`config.mk`:
```
export PLATFORM = sky130hd
export DESIGN_NAME = regfile_access_sequencer_flat
export DESIGN_NICKNAME = d
export VERILOG_FILES = /design/src/rtl/regfile_access_sequencer_if.sv /design/src/rtl/regfile_access_sequencer.sv /design/src/flat_wrapper.sv
export SDC_FILE = /design/constraint.sdc
export NUM_CORES = 1
export LEC_CHECK = 0
export CAP_MARGIN = 15
export CELL_PAD_IN_SITES_DETAIL_PLACEMENT = 1
export CELL_PAD_IN_SITES_GLOBAL_PLACEMENT = 1
export CORE_MARGIN = 2
export CORE_UTILIZATION = 37
export CTS_BUF_LIST = sky130_fd_sc_hd__clkbuf_8
export DETAILED_ROUTE_END_ITERATION = 16
export PLACE_DENSITY = 0.93
export SETUP_SLACK_MARGIN = 0.5
export SLEW_MARGIN = 5
export SYNTH_ARGS = -nofsm -noshare
export SYNTH_HDL_FRONTEND = slang
export SYNTH_SLANG_ARGS = --single-unit
```
`constraint.sdc`:
```
create_clock -name clk -period 3.6 [get_ports clk]
set_clock_uncertainty 0.15 [all_clocks]
set_input_delay 0.72 -clock clk [delete_from_list [all_inputs] [get_ports clk]]
set_output_delay 0.72 -clock clk [all_outputs]
set_load 0.005 [all_outputs]
```
`src/rtl/regfile_access_sequencer_if.sv`:
```
// rtl/regfile_access_sequencer_if.sv - request, register file and execute-unit signals of the access sequencer
`timescale 1ns/1ps
interface regfile_access_sequencer_if #(
   parameter int W = 16
);
   logic         req_valid;
   logic         req_ready;
   logic [2:0]   req_rd;
   logic [2:0]   req_rn;
   logic [2:0]   req_rm;
   logic         req_wb;
   logic [2:0]   rf_readnum;
   logic [W-1:0] rf_data_out;
   logic [2:0]   rf_writenum;
   logic         rf_write;
   logic [W-1:0] rf_data_in;
   logic [W-1:0] exe_a;
   logic [W-1:0] exe_b;
   logic         exe_valid;
   logic [W-1:0] exe_result;
   logic         exe_done;
   logic         done;
   logic [W-1:0] result;
   logic         timeout_err;

   modport master (
      input  req_valid, req_rd, req_rn, req_rm, req_wb, rf_data_out, exe_result, exe_done,
      output req_ready, rf_readnum, rf_writenum, rf_write, rf_data_in,
             exe_a, exe_b, exe_valid, done, result, timeout_err
   );

   modport slave (
      output req_valid, req_rd, req_rn, req_rm, req_wb, rf_data_out, exe_result, exe_done,
      input  req_ready, rf_readnum, rf_writenum, rf_write, rf_data_in,
             exe_a, exe_b, exe_valid, done, result, timeout_err
   );
endinterface

```
`src/rtl/regfile_access_sequencer.sv`:
```
// rtl/regfile_access_sequencer.sv - sequences Rn/Rm reads, execute handshake and Rd write-back
`timescale 1ns/1ps
module regfile_access_sequencer #(
   parameter int W       = 16,
   parameter int TIMEOUT = 15
) (
   input  logic                            clk,
   input  logic                            reset_n,
   regfile_access_sequencer_if.master      bus
);

   typedef enum logic [2:0] {
      S_IDLE,
      S_READ_A,
      S_READ_B,
      S_EXEC,
      S_WRITE
   } state_t;

   localparam logic [7:0] CNT_LAST = 8'(TIMEOUT - 1);

   state_t       state_q, state_d;
   logic [2:0]   rd_q, rd_d;
   logic [2:0]   rn_q, rn_d;
   logic [2:0]   rm_q, rm_d;
   logic         wb_q, wb_d;
   logic [7:0]   cnt_q, cnt_d;
   logic [W-1:0] exe_a_q, exe_a_d;
   logic [W-1:0] exe_b_q, exe_b_d;
   logic [W-1:0] result_q, result_d;
   logic         done_q, done_d;
   logic         timeout_q, timeout_d;

   logic         req_ready_c;
   logic [2:0]   rf_readnum_c;
   logic         rf_write_c;
   logic [2:0]   rf_writenum_c;
   logic [W-1:0] rf_data_in_c;
   logic         exe_valid_c;

   always_ff @(posedge clk or negedge reset_n) begin
      if (!reset_n) begin
         state_q   <= S_IDLE;
         rd_q      <= '0;
         rn_q      <= '0;
         rm_q      <= '0;
         wb_q      <= 1'b0;
         cnt_q     <= '0;
         exe_a_q   <= '0;
         exe_b_q   <= '0;
         result_q  <= '0;
         done_q    <= 1'b0;
         timeout_q <= 1'b0;
      end else begin
         state_q   <= state_d;
         rd_q      <= rd_d;
         rn_q      <= rn_d;
         rm_q      <= rm_d;
         wb_q      <= wb_d;
         cnt_q     <= cnt_d;
         exe_a_q   <= exe_a_d;
         exe_b_q   <= exe_b_d;
         result_q  <= result_d;
         done_q    <= done_d;
         timeout_q <= timeout_d;
      end
   end

   always_comb begin
      state_d       = state_q;
      rd_d          = rd_q;
      rn_d          = rn_q;
      rm_d          = rm_q;
      wb_d          = wb_q;
      cnt_d         = cnt_q;
      exe_a_d       = exe_a_q;
      exe_b_d       = exe_b_q;
      result_d      = result_q;
      done_d        = 1'b0;
      timeout_d     = 1'b0;
      req_ready_c   = 1'b0;
      rf_readnum_c  = '0;
      rf_write_c    = 1'b0;
      rf_writenum_c = '0;
      rf_data_in_c  = '0;
      exe_valid_c   = 1'b0;

      case (state_q)
         S_IDLE: begin
            req_ready_c = 1'b1;
            if (bus.req_valid) begin
               rd_d    = bus.req_rd;
               rn_d    = bus.req_rn;
               rm_d    = bus.req_rm;
               wb_d    = bus.req_wb;
               state_d = S_READ_A;
            end
         end
         S_READ_A: begin
            rf_readnum_c = rn_q;
            exe_a_d      = bus.rf_data_out;
            state_d      = S_READ_B;
         end
         S_READ_B: begin
            rf_readnum_c = rm_q;
            exe_b_d      = bus.rf_data_out;
            cnt_d        = '0;
            state_d      = S_EXEC;
         end
         S_EXEC: begin
            exe_valid_c = 1'b1;
            // exe_done is checked first so a result on the final allowed cycle beats the timeout
            if (bus.exe_done) begin
               result_d = bus.exe_result;
               if (wb_q) begin
                  state_d = S_WRITE;
               end else begin
                  state_d = S_IDLE;
                  done_d  = 1'b1;
               end
            end else if (cnt_q == CNT_LAST) begin
               state_d   = S_IDLE;
               timeout_d = 1'b1;
            end else begin
               cnt_d = cnt_q + 8'd1;
            end
         end
         S_WRITE: begin
            rf_write_c    = 1'b1;
            rf_writenum_c = rd_q;
            rf_data_in_c  = result_q;
            state_d       = S_IDLE;
            done_d        = 1'b1;
         end
         default: state_d = S_IDLE;
      endcase
   end

   // rf_write decodes straight from the async-reset state register, so reset kills it without an edge
   assign bus.req_ready   = req_ready_c;
   assign bus.rf_readnum  = rf_readnum_c;
   assign bus.rf_write    = rf_write_c;
   assign bus.rf_writenum = rf_writenum_c;
   assign bus.rf_data_in  = rf_data_in_c;
   assign bus.exe_valid   = exe_valid_c;
   assign bus.exe_a       = exe_a_q;
   assign bus.exe_b       = exe_b_q;
   assign bus.result      = result_q;
   assign bus.done        = done_q;
   assign bus.timeout_err = timeout_q;

endmodule

```
`src/flat_wrapper.sv`:
```
// flat-port wrapper written by rule: the top's interface ports become plain ports
module regfile_access_sequencer_flat 
#(
   parameter int W       = 16,
   parameter int TIMEOUT = 15
)
  (clk, reset_n, bus_req_valid, bus_req_rd, bus_req_rn, bus_req_rm, bus_req_wb, bus_rf_data_out, bus_exe_result, bus_exe_done, bus_req_ready, bus_rf_readnum, bus_rf_writenum, bus_rf_write, bus_rf_data_in, bus_exe_a, bus_exe_b, bus_exe_valid, bus_done, bus_result, bus_timeout_err);
  regfile_access_sequencer_if #(.W(W)) bus_i ();
  input  logic clk;
  input  logic reset_n;
  input wire logic [$bits(bus_i.req_valid)-1:0] bus_req_valid;
  input wire logic [$bits(bus_i.req_rd)-1:0] bus_req_rd;
  input wire logic [$bits(bus_i.req_rn)-1:0] bus_req_rn;
  input wire logic [$bits(bus_i.req_rm)-1:0] bus_req_rm;
  input wire logic [$bits(bus_i.req_wb)-1:0] bus_req_wb;
  input wire logic [$bits(bus_i.rf_data_out)-1:0] bus_rf_data_out;
  input wire logic [$bits(bus_i.exe_result)-1:0] bus_exe_result;
  input wire logic [$bits(bus_i.exe_done)-1:0] bus_exe_done;
  output wire logic [$bits(bus_i.req_ready)-1:0] bus_req_ready;
  output wire logic [$bits(bus_i.rf_readnum)-1:0] bus_rf_readnum;
  output wire logic [$bits(bus_i.rf_writenum)-1:0] bus_rf_writenum;
  output wire logic [$bits(bus_i.rf_write)-1:0] bus_rf_write;
  output wire logic [$bits(bus_i.rf_data_in)-1:0] bus_rf_data_in;
  output wire logic [$bits(bus_i.exe_a)-1:0] bus_exe_a;
  output wire logic [$bits(bus_i.exe_b)-1:0] bus_exe_b;
  output wire logic [$bits(bus_i.exe_valid)-1:0] bus_exe_valid;
  output wire logic [$bits(bus_i.done)-1:0] bus_done;
  output wire logic [$bits(bus_i.result)-1:0] bus_result;
  output wire logic [$bits(bus_i.timeout_err)-1:0] bus_timeout_err;
  assign bus_i.req_valid = bus_req_valid;
  assign bus_i.req_rd = bus_req_rd;
  assign bus_i.req_rn = bus_req_rn;
  assign bus_i.req_rm = bus_req_rm;
  assign bus_i.req_wb = bus_req_wb;
  assign bus_i.rf_data_out = bus_rf_data_out;
  assign bus_i.exe_result = bus_exe_result;
  assign bus_i.exe_done = bus_exe_done;
  assign bus_req_ready = bus_i.req_ready;
  assign bus_rf_readnum = bus_i.rf_readnum;
  assign bus_rf_writenum = bus_i.rf_writenum;
  assign bus_rf_write = bus_i.rf_write;
  assign bus_rf_data_in = bus_i.rf_data_in;
  assign bus_exe_a = bus_i.exe_a;
  assign bus_exe_b = bus_i.exe_b;
  assign bus_exe_valid = bus_i.exe_valid;
  assign bus_done = bus_i.done;
  assign bus_result = bus_i.result;
  assign bus_timeout_err = bus_i.timeout_err;
  regfile_access_sequencer #(.W(W), .TIMEOUT(TIMEOUT)) u_core (.clk(clk), .reset_n(reset_n), .bus(bus_i));
endmodule
```
[After elaboration in Yosys (flattened, before gate mapping)]
Cells that the tools add are included.
Storage, ports and cells
  bits in registers: 71
  bits of input ports: 46
  word-level logic and storage cells: 47
Cells by class
  add/subtract/negate cells: 1
  equality and inequality tests: 9
  mux-type cells: 20
  reductions and logical operators: 6
Operators with widths (number)
  $mux 16: 1
  $mux 8: 2
  $pmux 8 s2: 1
  $mux 3: 5
  $pmux 3 s4: 1
  $add 8x1->8 const B: 1
  $eq 8x4->1 const B: 1
  $mux 1: 8
  $eq 3x2->1 const B: 2
  $ne 2x2->1 const B: 3
  $pmux 3 s2: 1
  $reduce_and 2->1: 3
  $eq 3x1->1 const B: 1
  $eq 3x3->1 const B: 1
  $logic_not 3->1: 1
  $ne 3x2->1 const B: 1
  $reduce_and 3->1: 1
  $pmux 1 s2: 1
  $reduce_bool 2->1: 1

[Longest topological paths before layout]
  depth after elaboration: 4
  gate-level depth with buffers: 6
  mapped depth without buffers: 6

[Worst setup path before layout]
OpenSTA, ideal clock, no wires.
  path kind: register to output
  start: reg u_core.state_q[2]
  end: out bus_rf_readnum[0]
  arrival time: 1.312 ns
  data required time: 2.730 ns
  path slack: 1.418 ns
  stages on the path, launching flop included: 5
  path buffers: 1
  cell sequence: dfrtp_1 -> nand2b_1 -> nor2_2 -> buf_2 -> a22o_1
Between the ends
  longest elaborated chain between the ends: 2
  elaborated cells on any way between the ends: 3
RTL lines
  from (decl): RTL line regfile_access_sequencer.sv:22  | state_t state_q, state_d;
  from (signal assigned): RTL line regfile_access_sequencer.sv:55  | state_q <= state_d;
  $eq 3x2->1 or $eq 3x1->1 (tied branches): RTL line regfile_access_sequencer.sv:88  | case (state_q)
  $pmux 3 s2 *: RTL line regfile_access_sequencer.sv:88
  to (decl): RTL line flat_wrapper.sv:20  | output wire logic [$bits(bus_i.rf_readnum)-1:0] bus_rf_readnum;
Every way passes the cells marked *; elsewhere a longest branch is shown, timed or not.

[Worst setup path in the final report]
  start: reg u_core.state_q[0]
  end: out bus_rf_readnum[2]
Same word-level chain as after synthesis.

==> out/metrics.yaml <==
critical_path:
  arrival_ns: 2.12
  reg2reg_depth: 3
  r2r-end: "u_core.rn_q[2]"
  path_max_fanout: 17
  crit_path_start_kind: "flop"
  r2r_setup_slack_ns: 1.58
  endpoint_kind: "primary output"
  regToRegStartpoint: "u_core.state_q[0]"
  cp_data_required_time_ns: 2.73
  cp-endpoint: "bus_rf_readnum[2]"
  crit_start: "u_core.state_q[0]"
  crit_type: "flop to primary output"
clock_tree:
  root_buffer: "clkbuf_8"
  cts_tree: "yes"
  cts_buffer_depth: 2
  clkTransAtPathRegs_ns: 0.08
  clock-sinks: 71
  cts_max_level: 3
  clk_latency_ns: 0.34
  cts_buffers: 9
final_layout:
  diodes: 0
  fin_cells: 460
  design_area_um2: 4590
  area_delta_synth_final_pct: 50.7
  drive_gt1_share_pct: 20.6
  nets: 398
synth:
  synth.distinct_cells: 35
  yosysWarnings: 0
  ys_seq_area_share_pct: 58.4
  synth_edf_count: 0
  yosys_most_used_dff: "dfrtp_1"
  yosysTopAreaCellShare_pct: 58.4
  synthCells: 223
  ys_async_sr_fraction_pct: 100
  syn_nets: 271
  synth_most_common_cell: "dfrtp_1"
  synthTopCellsByArea: "dfrtp_1, mux2_2, mux2_1"
  synth_seq_cells: 71
  netlist_area_um2: 3040
  syn_area_per_cell_um2: 13.6
  yosysTopAreaCell: "dfrtp_1"
  synthTopCellsByCount: "dfrtp_1, mux2_2, and2_1"
global_route:
  grt_pass1_wl_mm: 13.2
  grtUsageTotal_pct: 19.4
  grt_max_degree: 72
  antenna_found_initial: 0
  grt-ovfl-total: 0
  grt_pass1_vias: 2548
pwr:
  p_sw_mw: 1.13
  p_seq_share_pct: 39.2
  max-vdd-ir-drop_uv: 375
  p_leak_nw: 1.92
  cellPowerDensity_nw_per_um2: 802
  p_sw_share_pct: 30.7
  p_int_mw: 2.55
  pwr-share-clk_pct: 17.5
  combPwrFrac_pct: 43.3
hold_path:
  hold_path.class: "flop to flop"
timing:
  rsz0062_at_grt: "no"
  max_freq_mhz: 335
  worstMarginPinSlew_ns: 0.893
  setup_violations: 0
  slew_headroom_pct: 40.5
  drv_slew: 0
  period_share_pct: 82.9
  hold_viol_final: 0
  setup_slack_ns: 0.614
  period_minus_slack_ns: 2.99
  tns_ns: 0
placement:
  gp_congestion: 0.805
  place_area_um2: 4360
  pre_cts_ws_ns: 0.702
  dp_hpwl_mm: 5.77
  io_buffers: 120
  dp_cells: 442
drt:
  first_pass_iters: 4
  drc: 0
  wire_per_inst_um: 17.4
  dr_total_vias: 2279
  ant_nets: 0
  routed_wl_mm: 8.02
  drtIter0Drc: 55
  via_per_inst: 4.95
floorplan:
  die_x_um: 94.7
  rows: 33
  io_pins: 121
  die_h_um: 94.7
  dieArea_um2: 8970
  core_um2: 8090
  start_util_pct: 37.6
flow_run:
  drv_cap: 0
outcome:
  status: "finished, final reports clean"
cells by family after synthesis:
logic type / share of synthesized area (%)
multiplexers: 22.6
AO/OA/AOI/OAI: 5.35
buffers and inverters: 2.01
AND/OR/NAND/NOR: 10.9
flip-flops: 58.4
adder cells (fa/ha/maj): 0.822
power by group through the flow:
stage	clock network [mW]	registers [mW]	logic, mW
5_1_grt	0.694	1.50	1.73
6_report	0.645	1.44	1.59
3_3_place_gp	0	1.42	1.52
3_5_place_dp	0	1.46	1.59
2_1_floorplan	0	1.39	0.710
4_1_cts	0.663	1.45	1.62
repair_timing:
| action | CTS | global route |
|---|---|---|
| resized for setup | 2 | 1 |
| setup buffers | 2 | 0 |
| endpoints found under the setup margin | 3 | 3 |
| pin swaps | 1 | 0 |
| hold buffers | 0 | 0 |
state kept, by name, indices dropped and copies added (netlist names):
register / cells
u_core.bus.done: 1
u_core.bus.exe_a: 16
u_core.bus.exe_b: 16
u_core.bus.result: 16
u_core.bus.timeout_err: 1
u_core.cnt_q: 8
u_core.rd_q: 3
u_core.rm_q: 3
u_core.rn_q: 3
u_core.state_q: 3
u_core.wb_q: 1
placed cells by master (no fill, tap or decap), types with 3 or more instances in the layout:
cell             netlist  layout
clkdlybuf4s50_1        0     119
dfrtp_1               71      70
mux2_2                44      44
and2_1                20      20
mux2_1                17      17
clkbuf_8               0      10
a22o_1                 8       8
nor2_1                 8       8
buf_4                  0       7
nand2_1                6       6
inv_1                  3       5
a21oi_1                4       4
o21ai_0                3       3
worst min path at each step:
stage / startpoint / end / cells after the start
after detailed placement: u_core.wb_q / u_core.bus.done / 1
after global routing: u_core.wb_q / u_core.bus.done / 1
after global placement: u_core.wb_q / u_core.bus.done / 1
final: u_core.wb_q / u_core.bus.done / 1
after CTS: u_core.wb_q / u_core.bus.done / 1
after floorplan: reset_n / u_core.bus.done / 0
critical path, stage by stage, from the launching register on:
cell and delay, ns:
dfrtp_2 0.58, nor3b_2 0.26, buf_4 0.27, a22o_1 0.16, clkdlybuf4s50_1 0.50
routing by layer:
metal	track usage (%)	part of all wire, %	up-vias
met4	7.85	1.7	0
met3	5.83	6.1	12
met2	32.9	53	62
met5	0	0	-
met1	23.1	40	1158
li1	-	-	1047
final cells by class:
class	instances	area (um^2)
flip-flops and latches	71	1780
clock inverters	6	61.3
multi-input cells	139	1220
well taps	105	131
inverters	3	11.3
repair buffers	126	1240
fillers	843	3510
clock buffers	10	138
through the flow:
stage	hold slack [ns]	util, %	total power, mW
after floorplan	0.274	-	2.10
after detailed placement	0.313	53.9	3.04
after global placement	0.289	53.9	2.94
after global routing	0.339	56.7	3.92
final	0.316	56.7	3.68
after CTS	0.323	56.6	3.73
No activity file was read; power rests on OpenSTA's default activity.
